$ cat src/rtl/melody_sequencer.sv
// Note-ROM melody player: holds each note for dur beat ticks, gates the tone stage off
// for the last GAP_CYC cycles of each note, with start/stop control and optional looping.
module melody_sequencer #(
  parameter int BEAT_DIV = 3000000,
  parameter int GAP_CYC  = 300000,
  parameter int ADDR_W   = 6
) (
  input  logic              clk12M,
  input  logic              Rst,
  input  logic              start,
  input  logic              stop,
  input  logic              loop_en,
  output logic [3:0]        tune,
  output logic              note_on,
  output logic [ADDR_W-1:0] note_idx,
  output logic              busy,
  output logic              done
);

  localparam int BW = $clog2(BEAT_DIV);
  localparam logic [BW-1:0]     BEAT_LAST = BW'(BEAT_DIV - 1);
  // One extra bit so GAP_CYC=0 yields a threshold the counter can never reach.
  localparam logic [BW:0]       GAP_START = (BW+1)'(BEAT_DIV - GAP_CYC);
  localparam logic [ADDR_W-1:0] ADDR_LAST = '1;
  localparam logic [0:0] S_IDLE = 1'b0;
  localparam logic [0:0] S_PLAY = 1'b1;

  // Entry = {tune, dur}; dur==0 terminates the song.
  function automatic logic [7:0] rom(input logic [ADDR_W-1:0] a);
    int unsigned ai;
    ai = 32'(a);
    case (ai)
      0:       rom = 8'h62;
      1:       rom = 8'h61;
      2:       rom = 8'h71;
      3:       rom = 8'h44;
      4:       rom = 8'h62;
      5:       rom = 8'h61;
      6:       rom = 8'h71;
      7:       rom = 8'h54;
      8:       rom = 8'h42;
      9:       rom = 8'h32;
      10:      rom = 8'h84;
      default: rom = 8'h00;
    endcase
  endfunction

  logic [0:0]        state_q, state_d;
  logic [ADDR_W-1:0] idx_q, idx_d;
  logic [BW-1:0]     beat_q, beat_d;
  logic [3:0]        rem_q, rem_d;
  logic [3:0]        tune_q, tune_d;
  logic              on_q, on_d;
  logic              done_q, done_d;

  logic [ADDR_W-1:0] nxt_idx;
  logic [7:0]        nxt_e, first_e;
  logic              tick;

  always_comb begin
    state_d = state_q;
    idx_d   = idx_q;
    beat_d  = beat_q;
    rem_d   = rem_q;
    tune_d  = tune_q;
    done_d  = 1'b0;
    nxt_idx = idx_q + 1'b1;
    nxt_e   = rom(nxt_idx);
    first_e = rom('0);
    tick    = (beat_q == BEAT_LAST);

    if (stop) begin
      state_d = S_IDLE;
      beat_d  = '0;
      rem_d   = '0;
    end else if (state_q == S_IDLE) begin
      if (start) begin
        if (first_e[3:0] == 4'd0) begin
          done_d = 1'b1;
        end else begin
          state_d = S_PLAY;
          idx_d   = '0;
          beat_d  = '0;
          rem_d   = first_e[3:0];
          tune_d  = first_e[7:4];
        end
      end
    end else begin
      beat_d = tick ? '0 : beat_q + 1'b1;
      if (tick) begin
        if (rem_q > 4'd1) begin
          rem_d = rem_q - 4'd1;
        end else if (nxt_e[3:0] == 4'd0 || idx_q == ADDR_LAST) begin
          if (loop_en) begin
            idx_d  = '0;
            rem_d  = first_e[3:0];
            tune_d = first_e[7:4];
          end else begin
            state_d = S_IDLE;
            rem_d   = '0;
            done_d  = 1'b1;
          end
        end else begin
          idx_d  = nxt_idx;
          rem_d  = nxt_e[3:0];
          tune_d = nxt_e[7:4];
        end
      end
    end

    // Derived from next-state values so the gate stays aligned with tune.
    on_d = (state_d == S_PLAY) && !(rem_d == 4'd1 && {1'b0, beat_d} >= GAP_START);
  end

  always_ff @(posedge clk12M or posedge Rst) begin
    if (Rst) begin
      state_q <= S_IDLE;
      idx_q   <= '0;
      beat_q  <= '0;
      rem_q   <= '0;
      tune_q  <= '0;
      on_q    <= 1'b0;
      done_q  <= 1'b0;
    end else begin
      state_q <= state_d;
      idx_q   <= idx_d;
      beat_q  <= beat_d;
      rem_q   <= rem_d;
      tune_q  <= tune_d;
      on_q    <= on_d;
      done_q  <= done_d;
    end
  end

  assign tune     = tune_q;
  assign note_on  = on_q;
  assign note_idx = idx_q;
  assign busy     = (state_q == S_PLAY);
  assign done     = done_q;

endmodule

$ cat config.mk
export PLATFORM = sky130hd
export DESIGN_NAME = melody_sequencer
export DESIGN_NICKNAME = d
export VERILOG_FILES = /design/src/rtl/melody_sequencer.sv
export SDC_FILE = /design/constraint.sdc
export NUM_CORES = 1
export LEC_CHECK = 0
export ABC_AREA = 1
export BUFFER_PORTS_ARGS = -buffer_cell sky130_fd_sc_hd__buf_4
export CAP_MARGIN = 10
export CORE_MARGIN = 2
export CORE_UTILIZATION = 57
export DETAILED_ROUTE_END_ITERATION = 10
export PLACE_DENSITY = 0.86
export SLEW_MARGIN = 20
export SYNTH_ARGS = -nofsm -noshare
export SYNTH_HDL_FRONTEND = slang
export SYNTH_SLANG_ARGS = --single-unit
export TNS_END_PERCENT = 1
$ cat constraint.sdc
create_clock -name clk12M -period 3.65 [get_ports clk12M]
set_input_delay 0.5475 -clock clk12M [delete_from_list [all_inputs] [get_ports clk12M]]
set_output_delay 0.5475 -clock clk12M [all_outputs]
set_load 0.01 [all_outputs]
Word-level counts from Yosys, hierarchy flattened

Memory sizes are Yosys's and may differ from the RTL's.
Cells that the tools add are included.

Mux-type cells: 37
Bitwise gates (word level): 1
Equal/unequal tests: 6
Reductions and logical operators: 8
$add $sub $neg: 3
$lt $le $gt $ge: 2

Operators with widths:

| cell                                                                 | count |
|---|---|
| 22-bit 2-to-1 mux                                                    | 4 |
| 4-bit 2-to-1 mux                                                     | 12 |
| 6-bit 2-to-1 mux                                                     | 6 |
| 22-bit by 1-bit adder with 22-bit output, second input constant      | 1 |
| 22-bit == test, second input constant                                | 1 |
| 22-bit greater-or-equal comparator, second input constant            | 1 |
| 1-bit 2-to-1 mux                                                     | 13 |
| 8-bit 2-to-1 mux                                                     | 1 |
| 6-bit by 1-bit adder with 6-bit output, second input constant        | 1 |
| 6-bit == test, second input constant                                 | 1 |
| 5-bit AND reduction                                                  | 1 |
| 4-bit by 1-bit == test with 1-bit output, second input constant      | 1 |
| 4-bit by 1-bit > comparator with 1-bit output, second input constant | 1 |
| 4-bit logical NOT                                                    | 1 |
| 4-bit by 1-bit subtractor with 4-bit output, second input constant   | 1 |
| 3-bit != test, second input constant                                 | 1 |
| 1-bit logical AND                                                    | 2 |
| 2-bit logical NOT                                                    | 1 |
| 2-bit 2-to-1 mux                                                     | 1 |
| 2-bit by 1-bit != test with 1-bit output, second input constant      | 1 |
| 2-bit != test, second input constant                                 | 1 |
| 2-bit nonzero test                                                   | 1 |
| 1-bit logical NOT                                                    | 1 |
| 1-bit logical OR                                                     | 1 |
| 1-bit NOT                                                            | 1 |

Input bits: 5
Output and inout bits: 13
Memories kept: 1
Word-level logic and storage cells: 65
Flip-flop bits (word level): 39
Memory bits (read-only): 112

Memories:

| name            | depth | width | rd ports | clocked after memory_dff | wr ports | RTL line | RTL |
|---|---|---|---|---|---|---|---|
| (no name shown) | 16    | 7     | 1        | 0                        | 0        | 32       | `case (ai)` |

Depth between registers and ports, before layout

Gate-level depths: netlist of run 1.

Word-level depth: 14
Mapped depth: 19

Least setup slack after synthesis of run 1

No wires, ideal clock.

Kind: reg-to-reg
From: reg idx_q[0] (netlist: note_idx[0])
To: reg tune_q[3] (netlist: tune[3])
Setup time: 0.073 ns
Data arrival time: 2.066 ns
Path buffers: 1
Stages on the path, launching flop included: 17
Setup slack: 1.511 ns
Required time: 3.577 ns
Clock period less this slack: 2.139 ns
Cells stage by stage: dfrtp_1 > ha_1 > ha_1 > inv_1 > nand2_1 > inv_1 > nand2_1 > nand2_1 > nand2_1 > nand2_1 > nand2_2 > nand2_2 > nand3_2 > nand2_2 > buf_6 > nor2_1 > a21oi_2

Cells in the longest elaborated chain, start to end: 9

Ends and longest elaborated chain:

| item                                                               | RTL line | RTL |
|---|---|---|
| from (decl)                                                        | 49       | `logic [ADDR_W-1:0] idx_q, idx_d;` |
| from (signal assigned)                                             | 126      | `idx_q <= idx_d;` |
| 6-bit by 1-bit adder with 6-bit output                             | 67       | `nxt_idx = idx_q + 1'b1;` |
| memory read 16 x 7 bit / 2-bit logical NOT (equally long branches) | -        |  |
| 8-bit 2-to-1 mux                                                   | 32       |  |
| 4-bit logical NOT                                                  | 93       | `end else if (nxt_e[3:0] == 4'd0 \|\| idx_q == ADDR_LAST) begin` |
| 1-bit logical OR                                                   | 93       |  |
| 4-bit 2-to-1 mux                                                   | 93       |  |
| 4-bit 2-to-1 mux                                                   | 91       | `if (rem_q > 4'd1) begin` |
| 4-bit 2-to-1 mux                                                   | 90       | `if (tick) begin` |
| 4-bit 2-to-1 mux                                                   | 76       | `end else if (state_q == S_IDLE) begin` |
| to (signal assigned)                                               | 129      | `tune_q <= tune_d;` |
| to (decl)                                                          | 52       | `logic [3:0] tune_q, tune_d;` |

Parallel ways exist; a longest one is shown, timed or not. The select of a mux whose other input is x is not followed.
A chain may end at the register's enable or synchronous reset.

Worst setup path after layout of run 1

From: reg idx_q[0] (netlist: note_idx[0])
To: reg idx_q[0] (netlist: note_idx[0])

Cells in the longest elaborated chain, start to end: 9

Ends and longest elaborated chain:

| item                                                               | RTL line |
|---|---|
| 6-bit by 1-bit adder with 6-bit output                             | 67 |
| memory read 16 x 7 bit / 2-bit logical NOT (equally long branches) | - |
| 8-bit 2-to-1 mux                                                   | 32 |
| 4-bit logical NOT                                                  | 93 |
| 1-bit logical OR                                                   | 93 |
| 6-bit 2-to-1 mux                                                   | 93 |
| 6-bit 2-to-1 mux                                                   | 91 |
| 6-bit 2-to-1 mux                                                   | 90 |
| 6-bit 2-to-1 mux                                                   | 76 |

Parallel ways exist; a longest one is shown, timed or not. The select of a mux whose other input is x is not followed.

==> results of run 1 <==
[how the worst max path moves through the flow]
stage / cells after the start / from / slack [ns] / to
global placement: 17 / note_idx[0] / 1.30 / note_idx[0]
global route: 17 / note_idx[0] / 0.87 / note_idx[0]
detailed placement: 17 / note_idx[0] / 1.18 / note_idx[0]
finish: 17 / note_idx[0] / 1.13 / note_idx[0]
floorplan: 16 / note_idx[0] / 1.51 / tune[3]
CTS: 17 / note_idx[0] / 1.14 / note_idx[0]
[area by class of cell]
| class | instances | share of cell area [%] |
|---|---|---|
| tap | 67 | 2.66 |
| multi-input combinational | 312 | 50.6 |
| sequential | 39 | 31.0 |
| timing repair buffer | 19 | 4.53 |
| clock buffer | 7 | 2.74 |
| clock inverter | 1 | 0.278 |
| inverter | 69 | 8.22 |
[logic make-up after synthesis]
family	share of synthesized area, %
AO/OA/AOI/OAI	7.22
adder cells (fa/ha/maj)	4.35
XOR/XNOR	3.35
flip-flops	33.9
AND/OR/NAND/NOR	40.6
buffers and inverters	10.6
[state kept, by name, summed over array words and instances (netlist names)]
signal,flops
beat_q,22
done,1
tune,4
note_on,1
rem_q,4
note_idx,6
busy,1
[per-layer routing]
layer	vias to the layer above	global-route usage, %	part of all wire, %
li1	1387	-	-
met1	1268	32.6	42
met2	83	47.6	51
met3	10	3.88	6.1
met4	0	9.72	1.5
met5	-	0	0
[worst reg2reg max path: stages, from the launching register on]
cell and delay, ns:
dfrtp_1 0.49, ha_1 0.26, ha_1 0.29, inv_1 0.11, nand2_1 0.08, inv_1 0.08, nand2_1 0.05, nand2_1 0.08
nand2_1 0.05, nand2_1 0.10, nand2_2 0.08, nand2_2 0.10, nand3_2 0.10, nand2_2 0.22, nand2_1 0.14, inv_1 0.10
nand2_1 0.06, o21ai_1 0.07
[cell usage in the layout (no fill, tap or decap), types with 3 or more instances in the layout]
cell type	count
nand2_1	104
inv_1	63
nor2_1	60
nand3_1	43
dfrtp_1	39
buf_4	19
a21oi_1	14
nand4_1	11
nor2_2	10
ha_1	10
xor2_1	9
nand2_2	8
nor3_1	8
nand3_2	6
inv_2	6
o21ai_0	6
clkbuf_8	6
o21ai_1	5
nor2_4	3
[where the power goes]
part | internal, mW | switching [mW]
Clock | 0.155 | 0.153
Sequential | 0.459 | 0.0357
Combinational | 0.104 | 0.186
[stage by stage]
step                std cells  hold slack [ns]
global placement          506            0.511
finish                    514            0.338
detailed placement        506            0.514
floorplan                 427            0.540
CTS                       514            0.361
global route              514            0.394
==> metrics.yaml, run 1 <==
outcome: "finished clean"
dieArea_um2: 5630
ff_latch_area_um2: 976
critical_path.top_delay_family: "simple AND/OR/NAND/NOR gates"
htreeDepth: 2
cts.path.max_buffers: 2
worst_pin_slew_ns: 0.636
synth-seq-cells: 39
cts_setup_buffers: 0
p_total_mw: 1.09
path_max_fanout: 13
hold_path_class: "input pin to async pin"
async_flop_share_pct: 100
path_cells: "ha_1, ha_1, inv_1, nand2_1, inv_1, nand2_1, nand2_1, nand2_1, nand2_1, nand2_2, nand2_2, nand3_2, nand2_2, nand2_1, inv_1, nand2_1, o21ai_1"
synth_common_cells: "nand2_1, inv_1, nor2_1"
grt_pass1_vias: 2688
r2r_start: "note_idx[0]"
report.final.slew_viol_count: 0
area_growth_syn_to_layout_pct: 9.62
yosysUniqueCellTypes: 31
route.vias.total: 2748
die_y_um: 75.0
yosys.area.top_type: "dfrtp_1"
first_pass_iters: 4
fin_nets: 461
r2r_end: "note_idx[0]"
syn_area_um2: 2880
finalCritPeriodShare_pct: 69.2
crit_buf_inv: 3
place_area_um2: 3060
avgRoutedWirePerCell_um: 13.1
ctsHoldBuffers: 0
fin_util_pct: 65.9
cts_tree: "yes"
ant_nets: 0
r2r_setup_slack_ns: 1.13
critPathMaxStageDelay_ns: 0.49
grt_use_total_pct: 26.7
ys_seq_area_share_pct: 33.9
finalHoldViolations: 0
grt_pass1_wl_mm: 11.5
fin_ws_ns: 1.13
diodes: 0
post_cts_resized: 0
synthCells: 427
layout_min_cycle_time_ns: 2.52
routed_wl_mm: 6.72
viasPerCell: 5.35
grt_overflow_total: 0
drive_gt1_share_pct: 13.9
clk_latency_ns: 0.29
port_buffers: 17
crit_type: "register to register"
max_freq_mhz: 396
r2r_cells: 17
clock_sinks: 39
cts_buffers: 5
synth_top_area_share_pct: 33.9
antenna_found_initial: 0
pre_cts_ws_ns: 1.18
ioPinCount: 18
crit_top_cell: "nand2_1"
crit_arrival_ns: 2.74
rsz0062_at_grt: "false"
remaining_drc_errors: 0
dp_hpwl_mm: 5.12
core-area_um2: 4790
cp-end-kind: "register"
p_per_area_nw_per_um2: 346
row_count: 25
fillers: 447
ys_dominant_reg_cell: "dfrtp_1"
cts_root_buf: "clkbuf_8"
multi_input_area_um2: 1600
max_cap_violations: 0
cpMaxStageDelayCell: "dfrtp_1"
leakagePower_nw: 1.56
synth_edf_count: 0
fin_area_um2: 3150
critPathRequiredTime_ns: 3.87
finClkSkew_ns: 0.00357
synth.area.top_cells: "dfrtp_1, nand2_1, inv_1, nor2_1, nand3_1"
fin_setup_tns_ns: 0
die_w_um: 75.0
place.gp.congestion: 0.929
relSlewSlack_pct: 57.5
irDropWorstVdd_uv: 311
syn_area_per_cell_um2: 6.73
clkTransAtPathRegs_ns: 0.08
start_kind: "register"
syn_nets: 442
ys_warn_count: 0
drt_iter0_drc: 277
grt_max_degree: 24
synthMostInstantiatedCell: "nand2_1"
initial_core_util_pct: 60.1
finalSetupViolCount: 0
No activity file was read; power rests on OpenSTA's default activity.
==> run 2, diff against run 1 <==
--- a/config.mk
+++ b/config.mk
@@ -5,7 +5,7 @@
 export SDC_FILE = /design/constraint.sdc
 export NUM_CORES = 1
 export LEC_CHECK = 0
-export ABC_AREA = 1
+export ABC_AREA = 0
 export BUFFER_PORTS_ARGS = -buffer_cell sky130_fd_sc_hd__buf_4
 export CAP_MARGIN = 10
 export CORE_MARGIN = 2
==> constraint.sdc (replaced) <==
create_clock -name clk12M -period 2.65 [get_ports clk12M]
set_input_delay 0.3975 -clock clk12M [delete_from_list [all_inputs] [get_ports clk12M]]
set_output_delay 0.3975 -clock clk12M [all_outputs]
set_load 0.01 [all_outputs]
==> metrics.yaml, run 2 <==
outcome: "finished clean"
syn_nets: 324  # -27%
grt_pass1_wl_mm: 10.5  # -8.5%
hold_path_class: "input pin to async pin"
final_common_cell: "nor2_1"
syn_area_um2: 2670  # -7.3%
largest_reg_flops: 22  # unchanged
synthMostInstantiatedCell: "nor2_1"
p_total_mw: 1.46  # +34%
finClkSkew_ns: 0.00440  # +0.000833 ns
max_cap_violations: 0  # unchanged
place.gp.congestion: 0.884  # -4.8%
synthCells: 309  # -28%
ys_dominant_reg_cell: "dfrtp_1"
first_pass_iters: 4  # unchanged
place_area_um2: 2890  # -5.6%
grt_max_degree: 40  # +67%
finalCritPeriodShare_pct: 95.5  # +26 points
synth_top_area_share_pct: 36.6  # +2.7 points
layout_min_cycle_time_ns: 2.53  # +0.00518 ns
fin_util_pct: 69.7  # +3.8 points
row_count: 24  # -4.0%
max_freq_mhz: 395  # -0.20%
drive_gt1_share_pct: 20.2  # +6.3 points
routed_wl_mm: 6.28  # -6.5%
critPathRequiredTime_ns: 2.84  # -1.03 ns
ioPinCount: 18  # unchanged
grt_overflow_total: 0  # unchanged
irDropWorstVdd_uv: 519  # +67%
cts_buffers: 5  # unchanged
yosys.area.top_type: "dfrtp_1"
p_per_area_nw_per_um2: 476  # +37%
synth_edf_count: 0  # unchanged
htreeDepth: 2  # unchanged
finalHoldViolations: 0  # unchanged
die_w_um: 72.4  # -3.5%
path_max_fanout: 7  # -6
area_growth_syn_to_layout_pct: 15.4
grt_use_total_pct: 25.7  # -0.95 points
grt_pass1_vias: 2302  # -14%
ant_nets: 0  # unchanged
initial_core_util_pct: 60.4  # +0.30 points
fin_nets: 356  # -23%
regMostFlops: "beat_q"
clkTransAtPathRegs_ns: 0.08  # about the same
report.final.slew_viol_count: 0  # unchanged
port_buffers: 17  # unchanged
diodes: 0  # unchanged
antenna_found_initial: 0  # unchanged
ys_seq_area_share_pct: 36.6  # +2.7 points
dp_hpwl_mm: 4.37  # -15%
clock_sinks: 39  # unchanged
cts_tree: "yes"
holdWs_ns: 0.219  # -0.119 ns
crit_type: "register to register"
core-area_um2: 4410  # -7.8%
viasPerCell: 6.13  # +15%
start_kind: "register"
async_flop_share_pct: 100  # unchanged
layout_common_cells: "nor2_1, buf_4, dfrtp_1, nand2_1, nand3_1"
dieArea_um2: 5240  # -6.9%
yosysUniqueCellTypes: 62  # +100%
cp-end-kind: "register"
worst_pin_slew_ns: 0.503  # -0.134 ns
die_y_um: 72.4  # -3.5%
ctsHoldBuffers: 0  # unchanged
relSlewSlack_pct: 66.5  # +9.0 points
syn_area_per_cell_um2: 8.62  # +28%
ys_warn_count: 0  # unchanged
synth_common_cells: "nor2_1, dfrtp_1, nand2_1"
synth.area.top_cells: "dfrtp_1, nor2_1, ha_1, xnor2_1, nand2_1"
remaining_drc_errors: 0  # unchanged
finalSetupViolCount: 0  # unchanged
clk_latency_ns: 0.30  # about the same
avgRoutedWirePerCell_um: 15.9  # +22%
leakagePower_nw: 1.29  # -18%
drt_iter0_drc: 198  # -29%
cts_root_buf: "clkbuf_8"
fin_area_um2: 3080  # -2.4%
route.vias.total: 2415  # -12%
synth-seq-cells: 39  # unchanged
cts.path.max_buffers: 2  # unchanged
crit_arrival_ns: 2.72  # -0.02 ns
[run 2: changes by cell type after synthesis, moves of 10 or more]
cell | previous run | this run
nor2_1 | 60 | 42
xnor2_1 | 2 | 13
inv_1 | 63 | 13
nand2_1 | 104 | 30
nand3_1 | 43 | 16
nor2_2 | 10 | 0
[run 2: per-stage QoR]
stage	setup slack [ns]	cells	TNS, ns
floorplan	0.0218	309	0
global placement	0.124	385	0
detailed placement	0.00178	385	0
CTS	0.0557	393	0
global route	-0.0124	394	-0.0124
finish	0.120	394	0
[run 2: repair_timing]
action | 4_1_cts | 5_1_grt
setup buffers | 0 | 1
setup endpoints to repair | 1 | 11
hold endpoints to repair | 0 | 0
pin swaps | 0 | 2
resized for setup | 1 | 11
[run 2: layout make-up]
class / instances / area, µm²
Sequential cell: 39 / 978
Clock buffer: 6 / 82.6
Tap cell: 52 / 65.1
Fill cell: 340 / 1340
Clock inverter: 2 / 35.0
Timing Repair Buffer: 40 / 300
Inverter: 14 / 52.6
Multi-Input combinational cell: 241 / 1560
[run 2: power by group]
part / leakage [nW] / internal, mW / switching (mW)
clock network: 0.0612 / 0.305 / 0.216
logic: 0.700 / 0.125 / 0.188
registers: 0.524 / 0.611 / 0.0168
total: 1.29 / 1.04 / 0.421
[run 2: logic make-up (layout without fill, tap and decap cells)]
group / count (synthesis) / after routing / synth area share (%)
buffers and inverters: 29 / 62 / 7.09
muxes: 3 / 3 / 1.17
DFF: 39 / 39 / 36.6
xor gates and xnor gates: 22 / 22 / 7.23
adders and majority gates: 10 / 10 / 4.69
AOI/OAI and AO/OA: 60 / 60 / 15.2
and+or+nand+nor: 146 / 146 / 28.0
[run 2: worst paths after layout]
| kind | from | endpoint | slack [ns] | cells after the start |
|---|---|---|---|---|
| worst min register to register | tune[0] | tune[0] | 0.49 | 2 |
| worst max-delay path | note_idx[0] | note_on | 0.12 | 10 |
| worst max register to register | note_idx[0] | note_on | 0.12 | 10 |
| worst min-delay path | Rst | tune[3] | 0.22 | 3 |
| min in group clk12M | loop_en | done | 0.46 | 3 |
| max in group asynchronous | Rst | beat_q[8] | 2.06 | 3 |
[run 2: routing by layer]
| layer | part of all wire, % | track usage (%) |
|---|---|---|
| met1 | 46 | 33.8 |
| met2 | 46 | 41.6 |
| met3 | 4.5 | 5.14 |
| met4 | 2.9 | 10.7 |
| met5 | 0 | 0 |
[run 2: worst max-delay path: stages, from the launching register on]
cell,delay (ns)
dfrtp_2,0.45
ha_1,0.22
and3_1,0.21
or2_2,0.31
a21oi_4,0.17
buf_4,0.16
o21ai_0,0.09
a221o_1,0.35
a41o_1,0.25
o21ai_1,0.13
o21ai_1,0.08
